[src/rtl/alu_4.sv]
// alu_4 : 4-bit registered ALU with push-button entry and an optional
// HD44780-compatible 4-bit character LCD driver.
//
// Ports
//   clk               system clock, rising edge
//   reset             asynchronous, active-high reset
//   push1/push2/push3 asynchronous buttons: load A / B / opcode from no
//   no[3:0]           shared operand/opcode switches
//   res[3:0]          registered ALU result
//   cout              carry / borrow / shift-out of the current operation
//   cf                carry flag (changes only on ADD, SUB, SHL, SHR)
//   zf, sf            zero flag (res == 0), sign flag (res[3])
//   sf_e              StrataFlash disable, constant 1
//   e, rs, rw         LCD enable, register select, read/write (rw constant 0)
//   d, c, b2, a2      LCD data nibble, bits 3..0
//
// Build option: define ALU4_LCD_EN to compile in the LCD FSM. Without it the
// LCD outputs are tied low and only the ALU is built.
module alu_4 #(
  parameter int CLK_MHZ = 50
) (
  input  logic       clk,
  input  logic       reset,
  input  logic       push1,
  input  logic       push2,
  input  logic       push3,
  input  logic [3:0] no,
  output logic [3:0] res,
  output logic       cout,
  output logic       cf,
  output logic       zf,
  output logic       sf,
  output logic       sf_e,
  output logic       e,
  output logic       rs,
  output logic       rw,
  output logic       d,
  output logic       c,
  output logic       b2,
  output logic       a2
);

  typedef enum logic [3:0] {
    OP_ADD = 4'd0, OP_SUB = 4'd1, OP_AND = 4'd2, OP_OR  = 4'd3,
    OP_XOR = 4'd4, OP_NOT = 4'd5, OP_SHL = 4'd6, OP_SHR = 4'd7
  } alu_op_e;

  // Button synchronisers: two metastability flops plus one history flop
  // for rising-edge detection. Bit order {push3, push2, push1}.
  logic [2:0] push_s1, push_s2, push_s3;
  logic [2:0] push_rise;

  // NOTE: sequential state uses non-blocking assignments so every flop samples pre-edge values.
  always_ff @(posedge clk or posedge reset) begin
    if (reset) begin
      push_s1 <= '0;
      push_s2 <= '0;
      push_s3 <= '0;
    end else begin
      push_s1 <= {push3, push2, push1};
      push_s2 <= push_s1;
      push_s3 <= push_s2;
    end
  end

  assign push_rise = push_s2 & ~push_s3;

  logic [3:0] a_q, b_q;
  alu_op_e    op_q;

  always_ff @(posedge clk or posedge reset) begin
    if (reset) begin
      a_q  <= '0;
      b_q  <= '0;
      op_q <= OP_ADD;
    end else begin
      if (push_rise[0]) a_q  <= no;
      if (push_rise[1]) b_q  <= no;
      if (push_rise[2]) op_q <= alu_op_e'(no);
    end
  end

  logic [4:0] sum5, diff5;
  logic [3:0] alu_res;
  logic       alu_cout;
  logic       carry_op;

  assign sum5  = {1'b0, a_q} + {1'b0, b_q};
  assign diff5 = {1'b0, a_q} - {1'b0, b_q};  // bit 4 set means A < B

  // NOTE: every variable gets a default first so no path through the case infers a latch.
  always_comb begin
    alu_res  = a_q;
    alu_cout = 1'b0;
    carry_op = 1'b0;
    case (op_q)
      OP_ADD: begin alu_res = sum5[3:0];  alu_cout = sum5[4];  carry_op = 1'b1; end
      OP_SUB: begin alu_res = diff5[3:0]; alu_cout = diff5[4]; carry_op = 1'b1; end
      OP_AND: alu_res = a_q & b_q;
      OP_OR:  alu_res = a_q | b_q;
      OP_XOR: alu_res = a_q ^ b_q;
      OP_NOT: alu_res = ~a_q;
      OP_SHL: begin alu_res = {a_q[2:0], 1'b0}; alu_cout = a_q[3]; carry_op = 1'b1; end
      OP_SHR: begin alu_res = {1'b0, a_q[3:1]}; alu_cout = a_q[0]; carry_op = 1'b1; end
      default: ;  // opcodes 8..15 pass A through
    endcase
  end

  always_ff @(posedge clk or posedge reset) begin
    if (reset) begin
      res  <= '0;
      cout <= 1'b0;
      cf   <= 1'b0;
      zf   <= 1'b0;
      sf   <= 1'b0;
    end else begin
      res  <= alu_res;
      cout <= alu_cout;
      if (carry_op) cf <= alu_cout;
      zf   <= (alu_res == 4'd0);
      sf   <= alu_res[3];
    end
  end

  assign sf_e = 1'b1;
  assign rw   = 1'b0;

`ifdef ALU4_LCD_EN
  typedef enum logic [2:0] {
    PWR_WAIT, INIT_NIB, INIT_WAIT, CMD, CLR_WAIT, ADDR, CHAR, BYTE_GAP
  } lcd_state_e;

  localparam int CW = $clog2(15000 * CLK_MHZ + 1);
  localparam logic [3:0] FIRST_CHAR = 4'd5;
  localparam logic [3:0] LAST_CHAR  = 4'd12;

  // idx walks the whole script: 0..3 init nibbles / init commands,
  // 4 = DDRAM address command, 5..12 = the eight display characters.
  lcd_state_e    state, state_n;
  logic [3:0]    idx, idx_n;
  logic [CW-1:0] cnt, lim;
  logic [2:0]    step;
  logic [7:0]    byte_q;
  logic          tick, nib_done, byte_done;
  logic          e_n, rs_n;
  logic [3:0]    nib_n, nib_q;

  function automatic logic [7:0] lcd_byte(input logic [3:0] i, input logic [3:0] r,
                                          input logic f_c, input logic f_z, input logic f_s);
    case (i)
      4'd0:    lcd_byte = 8'h28;
      4'd1:    lcd_byte = 8'h06;
      4'd2:    lcd_byte = 8'h0C;
      4'd3:    lcd_byte = 8'h01;
      4'd4:    lcd_byte = 8'h80;
      4'd5:    lcd_byte = {7'b0011000, r[3]};
      4'd6:    lcd_byte = {7'b0011000, r[2]};
      4'd7:    lcd_byte = {7'b0011000, r[1]};
      4'd8:    lcd_byte = {7'b0011000, r[0]};
      4'd10:   lcd_byte = {7'b0011000, f_c};
      4'd11:   lcd_byte = {7'b0011000, f_z};
      4'd12:   lcd_byte = {7'b0011000, f_s};
      default: lcd_byte = 8'h20;
    endcase
  endfunction

  // Wait states count their whole delay; transfer states count 1 us per step.
  always_comb begin
    lim = CW'(CLK_MHZ - 1);
    case (state)
      PWR_WAIT:  lim = CW'(15000 * CLK_MHZ - 1);
      INIT_WAIT: case (idx)
                   4'd0:    lim = CW'(4100 * CLK_MHZ - 1);
                   4'd1:    lim = CW'(100 * CLK_MHZ - 1);
                   default: lim = CW'(40 * CLK_MHZ - 1);
                 endcase
      CLR_WAIT:  lim = CW'(1640 * CLK_MHZ - 1);
      BYTE_GAP:  lim = CW'(40 * CLK_MHZ - 1);
      default:   ;
    endcase
  end

  assign tick      = (cnt == lim);
  assign nib_done  = tick && (step == 3'd2);
  assign byte_done = tick && (step == 3'd6);

  // State register
  always_ff @(posedge clk or posedge reset) begin
    if (reset) begin
      state  <= PWR_WAIT;
      idx    <= '0;
      cnt    <= '0;
      step   <= '0;
      byte_q <= '0;
    end else begin
      state <= state_n;
      idx   <= idx_n;
      cnt   <= tick ? '0 : cnt + 1'b1;
      step  <= (state_n != state) ? 3'd0 : (tick ? step + 3'd1 : step);
      // Snapshot the byte (and so res/flags) at the moment its transfer starts.
      if ((state_n != state) && (state_n == CMD || state_n == ADDR || state_n == CHAR))
        byte_q <= lcd_byte(idx_n, res, cf, zf, sf);
    end
  end

  // Next-state logic
  always_comb begin
    state_n = state;
    idx_n   = idx;
    case (state)
      PWR_WAIT:  if (tick) begin state_n = INIT_NIB; idx_n = '0; end
      INIT_NIB:  if (nib_done) state_n = INIT_WAIT;
      INIT_WAIT: if (tick) begin
                   if (idx == 4'd3) begin state_n = CMD; idx_n = '0; end
                   else begin state_n = INIT_NIB; idx_n = idx + 4'd1; end
                 end
      CMD:       if (byte_done) state_n = (idx == 4'd3) ? CLR_WAIT : BYTE_GAP;
      CLR_WAIT:  if (tick) begin state_n = ADDR; idx_n = 4'd4; end
      ADDR,
      CHAR:      if (byte_done) state_n = BYTE_GAP;
      BYTE_GAP:  if (tick) begin
                   if (idx <= 4'd2) begin state_n = CMD; idx_n = idx + 4'd1; end
                   else if (idx == LAST_CHAR) begin state_n = ADDR; idx_n = 4'd4; end
                   else begin state_n = CHAR; idx_n = (idx < FIRST_CHAR) ? FIRST_CHAR : idx + 4'd1; end
                 end
      default:   begin state_n = PWR_WAIT; idx_n = '0; end
    endcase
  end

  // Output decode. Byte steps: 0 setup, 1 e high, 2 hold (high nibble),
  // 3 inter-nibble gap, 4 setup, 5 e high, 6 hold (low nibble).
  always_comb begin
    e_n   = 1'b0;
    rs_n  = 1'b0;
    nib_n = 4'h0;
    case (state)
      INIT_NIB: begin
        nib_n = (idx == 4'd3) ? 4'h2 : 4'h3;
        e_n   = (step == 3'd1);
      end
      CMD, ADDR, CHAR: begin
        rs_n  = (state == CHAR);
        nib_n = (step < 3'd4) ? byte_q[7:4] : byte_q[3:0];
        e_n   = (step == 3'd1) || (step == 3'd5);
      end
      default: ;
    endcase
  end

  // Registered pins keep e glitch-free; reset still clears them at once.
  always_ff @(posedge clk or posedge reset) begin
    if (reset) begin
      e     <= 1'b0;
      rs    <= 1'b0;
      nib_q <= '0;
    end else begin
      e     <= e_n;
      rs    <= rs_n;
      nib_q <= nib_n;
    end
  end

  assign {d, c, b2, a2} = nib_q;
`else
  assign e  = 1'b0;
  assign rs = 1'b0;
  assign d  = 1'b0;
  assign c  = 1'b0;
  assign b2 = 1'b0;
  assign a2 = 1'b0;
`endif

endmodule

[config.mk]
export PLATFORM = sky130hd
export DESIGN_NAME = alu_4
export DESIGN_NICKNAME = d
export VERILOG_FILES = /design/src/rtl/alu_4.sv
export SDC_FILE = /design/constraint.sdc
export NUM_CORES = 1
export LEC_CHECK = 0
export ABC_AREA = 1
export BUFFER_PORTS_ARGS = -buffer_cell sky130_fd_sc_hd__buf_2
export CORE_ASPECT_RATIO = 0.7
export CORE_MARGIN = 2
export CORE_UTILIZATION = 35
export CTS_CLUSTER_DIAMETER = 80
export DETAILED_ROUTE_END_ITERATION = 6
export REMOVE_ABC_BUFFERS = 1
export SKIP_LAST_GASP = 1
export SYNTH_ARGS = -nofsm -noshare
export SYNTH_HDL_FRONTEND = slang
export SYNTH_SLANG_ARGS = --single-unit
export TNS_END_PERCENT = 5
[constraint.sdc]
create_clock -name clk -period 2.48 [get_ports clk]
set_input_delay 0.124 -clock clk [delete_from_list [all_inputs] [get_ports clk]]
set_output_delay 0.124 -clock clk [all_outputs]
set_load 0.05 [all_outputs]
==> run_results.csv <==
group,metric,value,unit
final_layout,areaGrowthSynthToFinish,12.71,%
global_route,track_usage,0.1427,
final_layout,antenna_cells,0,
route,wl_met2,1443,µm
worst_setup_path,crit_path_start,"a_q[0]",
synth,synth_async_sr_flop_share,1.000,
timing,max_freq,511.8,MHz
worst_setup_path,path_class,"register to register",
place,place_hpwl,2793,µm
run_status,status,"finished clean",
worst_setup_path,cp_slowest_cell,"dfrtp_1",
synth,yosysTopAreaCell,"dfrtp_1",
synth,synth-seq-cells,28,
synth,yosysSeqAreaShare,0.4091,
global_route,grt_pass1_vias,1215,
route,wl,3639,µm
synth,ys.flop_type,"dfrtp_1",
place,gp_congestion,0.8545,
synth,synth.distinct_cells,20,
synth,avgSynthCellArea,7.857,µm²
worst_hold_path,hold_path_class,"input port to register",
worst_setup_path,cp_data_required_time,2.70,ns
global_route,grt_max_degree,29,
route,routed.top_layer,"met4",
timing,tns,0,ns
worst_setup_path,crit_arrival,2.17,ns
synth,synthTopCellsByArea,"dfrtp_1 41%, nand2_1 11%, ha_1 8.8%",
route,wl_met3,200,µm
flow_run,cap_violations,0,
pwr,p_total,1.519,mW
worst_setup_path,cp_top_family,"simple AND/OR/NAND/NOR gates",
place,post-place-ws,0.5615,ns
clocking,cts_root_buffer,"clkbuf_8",
final_layout,utilization,0.4059,
route,wl_per_cell,11.85,µm
pwr,power.density,786.9,nW/µm²
pwr,total_leakage_power,1.069,nW
worst_setup_path,cp.depth,12,
timing,period_share,0.7879,
synth,synth_edf_count,0,
floorplanning,die_x,87.62,µm
synth,yosysWarnings,0,
global_route,grt_overflow,0,
clocking,clock_sinks,28,
worst_setup_path,reg2reg_slack,0.53,ns
synth,syn-cell-area,1713,µm²
worst_setup_path,cp_slowest_stage_delay,0.43,ns
clocking,insertion_delay,0.28,ns
worst_setup_path,crit_fanout,5,
synth,netlist_instances,218,
clocking,cts_tree,"done",
floorplanning,dieHeight,62.53,µm
floorplanning,placementRows,21,
clocking,postCtsSetupRepairBufs,0,
final_layout,nFillCells,499,
timing,hold_viol,0,
route,wl_met1,1980,µm
floorplanning,start_util,0.3602,
worst_setup_path,r2r_start,"a_q[0]",
worst_setup_path,start_kind,"register",
timing,period_minus_slack,1.954,ns
route,drc,0,
timing,layout_setup_ws,0.5260,ns
final_layout,layout-drive-gt1-share,0.1345,
floorplanning,core,4756,µm²
floorplanning,dieArea,5479,µm²
route,drtIter0Drc,104,
timing,rsz0062_at_grt,"no",
clocking,htreeDepth,1,
final_layout,layout.nets,262,
clocking,cts_buffers,3,
worst_setup_path,reg2reg_depth,12,
synth,post-synth-top-count-cell,"nand2_1",
worst_setup_path,r2r_end,"zf",
clocking,clkTransAtPathRegs,0.10,ns
synth,synth_common_cells,"50 x nand2_1, 31 x inv_1, 28 x dfrtp_1, 28 x nand3_1, 19 x nor2_1",
place,portBuffers,16,
timing,final-max-slew-violation-count,0,
clocking,cts_buffer_depth,2,
timing,finalSetupViolCount,0,
worst_setup_path,cp-end-kind,"register",
route,vias_per_cell,4.410,
timing,fin_skew,0.005328,ns
pwr,ir_drop,0.3872,mV
floorplanning,boundaryPins,25,
worst_setup_path,critical_path.most_common_cell,"nor2_1",
global_route,antenna_found_initial,0,
global_route,grt_pass1_wl,6009,µm
synth,synth_top_area_frac,0.4091,
worst_setup_path,path_buf_inv,1,
route,ant_nets,0,
worst_setup_path,endpoint,"zf",
worst_setup_path,cp_cell_sequence,"inv_1 > ha_1 > fa_1 > nor2_1 > nor2_1 > nand2_1 > nand2_1 > nor2_1 > nand2_1 > nor2_2 > nand3_1 > nor2_1",
route,drt-pass1-iter-count,4,
route,vias,1354,
==> tightest hold or removal path, cell delays in order <==
cell and delay (ns):
buf_2 0.09, inv_1 0.07, o21ai_0 0.09
==> worst min path at each step <==
stage / start / to / slack, ns / cells after the start
6_report: no[3] / op_q[3] / 0.14 / 3
5_1_grt: no[0] / a_q[0] / 0.14 / 3
4_1_cts: no[2] / op_q[2] / 0.14 / 3
3_5_place_dp: reset / res[2] / 0.20 / 3
3_3_place_gp: reset / res[2] / 0.20 / 3
2_1_floorplan: push1 / push_s1[0] / 0.16 / 0
==> layout by cell type, fill, tap and decap left out, drive strengths merged <==
master        n
nand2        51
inv          34
nand3        28
dfrtp        28
nor2         25
buf          18
o21ai        15
ha           12
conb          8
dlygate4sd3   4
a21oi         3
nand3b        3
clkbuf        3
fa            2
o31ai         1
o211a         1
nand4         1
bufinv        1
==> sequential cells by signal, summed over array words and instances (netlist names), 3 cells and up <==
name,count
b_q,4
push_s3,3
a_q,4
res,4
op_q,4
push_s2,3
push_s1,3
==> cell type report <==
type / count / area, µm² / area share
Clock buffer: 3 / 41.29 / 0.02139
Clock inverter: 1 / 30.03 / 0.01555
Inverter: 34 / 127.6 / 0.06610
Multi-Input combinational cell: 150 / 809.5 / 0.4193
Sequential cell: 28 / 700.7 / 0.3629
Tap cell: 69 / 86.33 / 0.04472
Timing Repair Buffer: 22 / 135.1 / 0.06999
==> layer usage <==
metal	track usage	vias up
met3	0.03831	3
met4	0.02692	0
met5	0	-
met1	0.2285	609
met2	0.1903	40
li1	-	702
==> report_power, final <==
group	internal [mW]	switching, mW
logic	0.153	0.420
registers	0.524	0.0586
clock network	0.216	0.147
==> repair_timing <==
| item | CTS | global route |
|---|---|---|
| endpoints found under the hold margin | 31 | 0 |
| gates resized for setup | 0 | 0 |
| hold buffers | 4 | 0 |
==> cell families after synthesis <==
group,synth area share
fa+ha+maj,0.1110
flops,0.4091
other cells,0.004384
simple gates,0.2812
compound gates,0.06282
buf+inv,0.1315
==> per-stage QoR <==
stage	std cells	instance area, µm²	hold WS (ns)
finish	307	1931	0.1385
detailed placement	299	1819	0.2029
CTS	307	1931	0.1396
global route	307	1931	0.1435
global placement	299	1819	0.2004
floorplan	212	1638	0.1554
No activity file was read; power rests on OpenSTA's default activity.
